===== config.mk =====
export PLATFORM = sky130hd
export DESIGN_NAME = ebc_group_arbiter_ctrl
export DESIGN_NICKNAME = d
export VERILOG_FILES = /design/src/rtl/ebc_group_arbiter_ctrl.sv
export SDC_FILE = /design/constraint.sdc
export NUM_CORES = 1
export LEC_CHECK = 0
export ABC_AREA = 1
export CAP_MARGIN = 20
export CORE_MARGIN = 4
export CORE_UTILIZATION = 50
export DETAILED_ROUTE_END_ITERATION = 8
export HOLD_SLACK_MARGIN = 0.05
export PLACE_DENSITY = 0.73
export RECOVER_POWER = 25
export SYNTH_ARGS = -nofsm -noshare
export SYNTH_HDL_FRONTEND = slang
export SYNTH_SLANG_ARGS = --single-unit

===== constraint.sdc =====
create_clock -name clk_i -period 6.7 [get_ports clk_i]
set_input_delay 2.01 -clock clk_i [delete_from_list [all_inputs] [get_ports clk_i]]
set_output_delay 2.01 -clock clk_i [all_outputs]
set_load 0.1 [all_outputs]

===== src/rtl/ebc_group_arbiter_ctrl.sv =====
// ebc_group_arbiter_ctrl
// ----------------------
// Round-robin grant controller for one level of the event-camera pixel
// arbitration hierarchy. It takes requests from the groups below and gives one
// held one-hot grant at a time. The grant stays until the served group pulses
// grp_done_i. Each group is served at most once per round. When no un-served
// requester is left, a one-cycle grp_release_o pulse goes to the level above
// and the round mask is cleared.
//
// Handshake: a grant is offered when gnt_valid_o rises. It is held unchanged
// (gnt_o and gnt_idx_o) until the cycle after grp_done_i is sampled high.
// grp_done_i is ignored when no grant is held. grp_release_o is a single-cycle
// pulse with no back-pressure.
//
// Ports:
//   clk_i          system clock, rising edge
//   reset_n_i      synchronous active-low reset
//   en_i           arbitration enable; low blocks new grants only
//   req_i          per-group level-sensitive requests
//   grp_done_i     served group finished (single-cycle pulse)
//   gnt_o          registered one-hot grant
//   gnt_idx_o      registered binary index of the grant (holds after release)
//   gnt_valid_o    high while a grant is held
//   grp_release_o  one-cycle pulse when the round is exhausted
//   busy_o         high while in GRANT; also serves as the FSM state probe
module ebc_group_arbiter_ctrl #(
  parameter int NUM_REQ = 16,
  parameter int IDX_W   = 4
) (
  input  logic               clk_i,
  input  logic               reset_n_i,
  input  logic               en_i,
  input  logic [NUM_REQ-1:0] req_i,
  input  logic               grp_done_i,
  output logic [NUM_REQ-1:0] gnt_o,
  output logic [IDX_W-1:0]   gnt_idx_o,
  output logic               gnt_valid_o,
  output logic               grp_release_o,
  output logic               busy_o
);

  typedef enum logic {
    IDLE  = 1'b0,
    GRANT = 1'b1
  } state_t;

  state_t               state_q, state_d;
  logic [IDX_W-1:0]     ptr_q, ptr_d;
  logic [NUM_REQ-1:0]   rmask_q, rmask_d;
  logic [NUM_REQ-1:0]   gnt_q, gnt_d;
  logic [IDX_W-1:0]     idx_q, idx_d;
  logic                 valid_q, valid_d;
  logic                 rel_q, rel_d;

  logic [NUM_REQ-1:0]   elig;
  logic                 win_found;
  logic [IDX_W-1:0]     win_idx;

  // (base + off) mod NUM_REQ. This works for non-power-of-two NUM_REQ too.
  function automatic logic [IDX_W-1:0] wrap_add(input logic [IDX_W-1:0] base,
                                                 input int off);
    int s;
    s = int'(base) + off;
    if (s >= NUM_REQ) s = s - NUM_REQ;
    return s[IDX_W-1:0];
  endfunction

  // Groups already served in this round are masked out until the release.
  assign elig = req_i & ~rmask_q;

  // Scan from ptr upward with wrap-around. The first hit wins.
  always_comb begin
    win_found = 1'b0;
    win_idx   = '0;
    for (int i = 0; i < NUM_REQ; i++) begin
      if (!win_found && elig[wrap_add(ptr_q, i)]) begin
        win_found = 1'b1;
        win_idx   = wrap_add(ptr_q, i);
      end
    end
  end

  always_comb begin
    state_d = state_q;
    ptr_d   = ptr_q;
    rmask_d = rmask_q;
    gnt_d   = gnt_q;
    idx_d   = idx_q;
    valid_d = valid_q;
    rel_d   = 1'b0;
    case (state_q)
      IDLE: begin
        if (en_i && win_found) begin
          gnt_d          = '0;
          gnt_d[win_idx] = 1'b1;
          idx_d          = win_idx;
          valid_d        = 1'b1;
          rmask_d[win_idx] = 1'b1;
          state_d        = GRANT;
        end else if (!win_found && (rmask_q != '0)) begin
          // The round closes even with en_i low. Nobody eligible is left.
          rel_d   = 1'b1;
          rmask_d = '0;
        end
      end
      GRANT: begin
        // req_i and en_i are ignored here. Only grp_done_i ends the grant.
        if (grp_done_i) begin
          gnt_d   = '0;
          valid_d = 1'b0;
          ptr_d   = wrap_add(idx_q, 1);
          state_d = IDLE;
        end
      end
      default: state_d = IDLE;
    endcase
  end

  always_ff @(posedge clk_i) begin
    if (!reset_n_i) begin
      state_q <= IDLE;
      ptr_q   <= '0;
      rmask_q <= '0;
      gnt_q   <= '0;
      idx_q   <= '0;
      valid_q <= 1'b0;
      rel_q   <= 1'b0;
    end else begin
      state_q <= state_d;
      ptr_q   <= ptr_d;
      rmask_q <= rmask_d;
      gnt_q   <= gnt_d;
      idx_q   <= idx_d;
      valid_q <= valid_d;
      rel_q   <= rel_d;
    end
  end

  assign gnt_o         = gnt_q;
  assign gnt_idx_o     = idx_q;
  assign gnt_valid_o   = valid_q;
  assign grp_release_o = rel_q;
  assign busy_o        = (state_q == GRANT);

  a_gnt_onehot0 : assert property (@(posedge clk_i) disable iff (!reset_n_i)
    $onehot0(gnt_o));
  a_gnt_iff_valid : assert property (@(posedge clk_i) disable iff (!reset_n_i)
    ((gnt_o != '0) == gnt_valid_o));
  a_gnt_idx_match : assert property (@(posedge clk_i) disable iff (!reset_n_i)
    (gnt_valid_o |-> gnt_o[gnt_idx_o]));

endmodule


-- Yosys cells after proc, flatten, opt, wreduce, memory -nomap -nowiden
Cells that the tools add are included.
Widths: inputs -> output; s select.
- register bits: 43
- input bits: 20
- output and inout bits: 23
- logic and storage cells: 218
- add/sub/neg operators: 33
- order comparisons: 35
- equality and inequality tests: 2
- muxes and demuxes: 95
- bitwise logic cells: 5
- reduce and logical (&&, ||, !) cells: 41
- operators by type and width (operator ; count):
    $mux 4 ; 33
    $lt 4x5->1 const B ; 17
    $ge 5x5->1 const B ; 16
    $sub 4x1->4 const B ; 17
    $bmux 1 s4 ; 16
    $mux 16 ; 4
    $add 4x4->5 const B ; 8
    $mux 1 ; 38
    $pmux 16 s2 ; 1
    $add 4x3->5 const B ; 4
    $logic_and 1x1->1 ; 18
    $and 16x16->16 ; 1
    $logic_not 1->1 ; 16
    $not 16->16 ; 1
    $or 16x16->16 ; 1
    $reduce_bool 16->1 ; 1
    $add 4x1->5 const B ; 2
    $add 4x2->5 const B ; 2
    $reduce_and 2->1 ; 4
    $ge 4x5->1 const B ; 1
    $demux 1 s4 ; 1
    $ge 4x1->1 const B ; 1
    $ne 2x2->1 const B ; 2
    $pmux 1 s2 ; 2
    3 further kinds ; 4

-- Longest topological paths before layout
- depth in word-level cells: 56
- gate-level depth with buffers: 28
- mapped depth without buffers: 25

-- Least setup slack after synthesis
Ideal clock, no wire load.
- path kind: input -> register
- start: input req_i[13]
- end: register gnt_q[4] (netlist: gnt_o[4])
- setup time: 0.071 ns
- arrival: 4.297 ns
- data required time: 6.629 ns
- path slack: 2.331 ns
- stages on the path: 20
- path buffers: 1
- cell sequence: nand3_1 nand3_1 nand3_1 nand3_1 nand2_1 nand3_1 nor2_4 nand4_2 nor2_4 nand4_4 nor2_4 nand4_2 nor2_2 inv_2 nand2_2 nor2_2 nor2_4 buf_6 nand2_1 a21oi_1
- longest elaborated chain between the ends: 55
- elaborated cells between the ends (all ways): 105
- those cells by class: order compare: 2; eq/ne: 1; mux: 68; bitwise: 1; reduce/logical: 33
- RTL lines (item ; RTL line ; RTL):
    start: declaration ; 33 ; input logic [NUM_REQ-1:0] req_i,
    $and 16x16->16 (*) ; 69 ; assign elig = req_i & ~rmask_q;
    $bmux 1 s4 ; 76 ; if (!win_found && elig[wrap_add(ptr_q, i)]) begin
    $mux 1 (not written as such) ; 76 ;
    $mux 1 ; 76 ;
    $logic_not 1->1 ; 76 ;
    $logic_and 1x1->1 ; 76 ;
    $mux 1 ; 76 ;
    $logic_not 1->1 ; 76 ;
    [39 not listed] ; -- ;
    $logic_and 1x1->1 ; 76 ;
    $mux 4 ; 76 ;
    $lt 4x5->1 (not written as such) or $ge 4x1->1 (tied branches) ; 95 ; gnt_d[win_idx] = 1'b1;
    $logic_and 1x1->1 (not written as such) ; 95 ;
    $mux 1 (not written as such) ; 95 ;
    $demux 1 s4 ; 95 ;
    $mux 16 ; 93 ; if (en_i && win_found) begin
    $pmux 16 s2 ; 91 ; case (state_q)
    end signal: assignment ; 132 ; gnt_q <= gnt_d;
    end: declaration ; 50 ; logic [NUM_REQ-1:0] gnt_q, gnt_d;
Every way passes the cells marked *; elsewhere a longest branch is shown, timed or not. The select of a mux whose other input is x is not followed.
A chain may end at the register's enable or synchronous reset.

-- Final worst setup path
- start: input req_i[12]
- end: register gnt_q[6] (netlist: gnt_o[6])
Same word-level chain as after synthesis.

==> results.sh <==
export IMPL_drt_iter0_markers=324
export IMPL_htreeDepth=2
export IMPL_dr_max_layer_used="met4"
export IMPL_groute_usage_overall_pct=26.4
export IMPL_rsz0062_at_grt="false"
export IMPL_fillerInstances=681
export IMPL_cp_num_buf_inv=3
export IMPL_tightest_slew_ns=0.980
export IMPL_ys_seq_elements=43
export IMPL_fin_tns_setup_ns=0
export IMPL_wl_met2_mm=4.92
export IMPL_period_needed_ns=5.20
export IMPL_dieArea_um2=8400
export IMPL_worstSetupStartpointType="input port"
export IMPL_drcViolationCount=0
export IMPL_ys_types=34
export IMPL_grt_pass1_vias=3718
export IMPL_clkSlewWorstSetupHoldPaths_ns=0.09
export IMPL_setup_viol=0
export IMPL_postCtsHoldBufs=0
export IMPL_grt_first_pass_wirelength_mm=18.1
export IMPL_crit_path_max_incr_delay_ns=0.45
export IMPL_ant_nets=0
export IMPL_io_pins=43
export IMPL_min_path_type="flop to flop"
export IMPL_drv_slew=0
export IMPL_grt_max_degree=37
export IMPL_status="completed"
export IMPL_finClkSkew_ns=0.0128
export IMPL_leakage_nw=1.90
export IMPL_dr_pass1_iters=5
export IMPL_timing_max_cap_violations=0
export IMPL_hold_slack_ns=0.469
export IMPL_vdd_drop_max_uv=207
export IMPL_yosysSeqAreaShare_pct=24.6
export IMPL_cp_max_fo=15
export IMPL_multi_input_area_um2=2270
export IMPL_dr_total_vias=4033
export IMPL_netlist_area_um2=3500
export IMPL_antenna_found_initial=0
export IMPL_cts_buffer_depth=2
export IMPL_critical_path_top_delay_family="simple AND/OR/NAND/NOR gates"
export IMPL_ys_warn_count=0
export IMPL_viasPerCell=5.60
export IMPL_start_util_pct=51.5
export IMPL_wire_per_inst_um=15.3
export IMPL_wl_met3_um=821
export IMPL_cpMaxStageDelayCell="clkdlybuf4s50_1"
export IMPL_wl_met1_mm=5.06
export IMPL_cts_tree="yes"
export IMPL_fmax_mhz=192
export IMPL_cts_root_buf="clkbuf_8"
export IMPL_ctsResizeCount=0
export IMPL_final_common_cell="nand3_1"
export IMPL_io_buffers=42
export IMPL_core_um2=6790
export IMPL_clkSinkCount=43
export IMPL_n_antenna_cell=0
export IMPL_grt_ovfl_total=0
export IMPL_finalHoldViolCount=0
export IMPL_synthToLayoutAreaGrowth_pct=16.7
export IMPL_timing_final_ws_setup_ns=1.50
export IMPL_numCtsBuffers=5
export IMPL_power_density_nw_per_um2=238
export IMPL_syn_num_nets=616
export IMPL_post_route_period_util_pct=77.7
export IMPL_synth_cells=588
export IMPL_cpMostUsedCell="nand3_1"
export IMPL_regArea_um2=861
export IMPL_place_ws_ns=1.21
export IMPL_die_h_um=91.7
export IMPL_wirelength_mm=11.0
export IMPL_final_nets=651
export IMPL_post_cts_buffers=0
export IMPL_rows=30
export IMPL_syn_area_per_cell_um2=5.95
export IMPL_most_common_layout_cells="138 x nand3_1, 133 x nand2_1, 68 x nor2_1"
export IMPL_drive_gt1_share_pct=6.57
export IMPL_crit_type="input port to flop"
export IMPL_die_w_um=91.7
export IMPL_clkLatencyLatePin_ns=0.31
export IMPL_relSlewSlack_pct=34.5
export IMPL_place_hpwl_mm=8.63
export IMPL_arrival_ns=5.42
export IMPL_place_congestion=1.00
export IMPL_required_ns=6.92
export IMPL_crit_path_end_kind="flop"
export IMPL_path_cells="clkdlybuf4s50_1 -> nand3_1 -> nand3_1 -> nand3_1 -> nand3_1 -> nand2_1 -> nand3_1 -> nor2_4 -> nand4_2 -> nor2_4 -> nand4_4 -> nor2_4 -> nand4_2 -> nor2_2 -> inv_2 -> nand2_2 -> nor2_2 -> nor2_4 -> inv_2 -> nor2_1 -> nor2_1 -> nor2_1"
## worst register-to-register path: cells and delay by family, from the launching register on
| family | cells | cell delay [ns] |
|---|---|---|
| fa+ha+maj | 1 | 0.51 |
| buf+inv | 4 | 0.75 |
| flops | 1 | 0.80 |
| simple gates | 18 | 2.63 |
## stage by stage
stage          instance area (um2)  utilization, %  instances  power [W]
3_5_place_dp                  3970            58.4        712   0.000761
2_1_floorplan                 3500               -        588   0.000642
3_3_place_gp                  3970            58.4        712   0.000758
5_1_grt                       4090            60.1        720    0.00104
6_report                      4090            60.1        720   0.000974
4_1_cts                       4090            60.1        720   0.000970
## registers in the layout, summed over array words and instances, names as in the netlist
name and count:
busy_o 1, gnt_idx_o 4, gnt_o 16, gnt_valid_o 1, grp_release_o 1, ptr_q 4
rmask_q 16
## final timing paths
path	start	endpoint	slack [ns]	depth (start not counted)
max	req_i[12]	gnt_o[6]$_SDFFE_PN0P_	1.50	22
min	gnt_o[0]$_SDFFE_PN0P_	gnt_o[0]$_SDFFE_PN0P_	0.47	2
max reg2reg	ptr_q[1]$_SDFFE_PN0P_	gnt_o[6]$_SDFFE_PN0P_	1.94	23
min reg2reg	gnt_o[0]$_SDFFE_PN0P_	gnt_o[0]$_SDFFE_PN0P_	0.47	2
## cells in the mapped netlist (all sizes together)
cell type,n,share of area [%]
clkbuf,5,0.54
nand4,19,4.4
a21oi,38,5.4
nand3b,1,0.21
clkinv,2,0.21
nand2,136,15
o41ai,1,0.25
dfxtp,43,25
nor3,3,0.57
nor2,80,10
o21ai,16,2.3
xnor2,3,0.97
buf,12,2.2
o21a,4,0.86
xor2,6,1.9
a21o,1,0.21
inv,70,7.5
a21boi,1,0.21
ha,8,2.9
nand3,139,20
## cell type report
class | count | area share [%]
Tap cell | 96 | 2.94
Sequential cell | 43 | 21.1
Multi-Input combinational cell | 456 | 55.7
Inverter | 72 | 6.62
Clock inverter | 3 | 1.16
Timing Repair Buffer | 45 | 10.8
Clock buffer | 5 | 1.68
## power by group
group | internal [W] | switching (W)
Clock | 0.000113 | 0.0000972
Sequential | 0.000272 | 0.0000151
Combinational | 0.000128 | 0.000348
## layer usage
metal / vias up / track usage [%]
met5: - / 0
met4: 0 / 7.16
met3: 18 / 4.59
met2: 174 / 42.4
met1: 1833 / 36.5
li1: 2008 / -
## kinds of logic (layout without fill, tap and decap cells)
group,Yosys count,after routing,synth area share (%)
DFF,43,43,24.6
AOI/OAI and AO/OA,61,61,9.26
adders and majority gates,8,8,2.86
and+or+nand+nor,378,378,50.0
buffers and inverters,89,125,10.4
xor gates and xnor gates,9,9,2.90
Note: power is estimated with default switching activity, not from simulation.
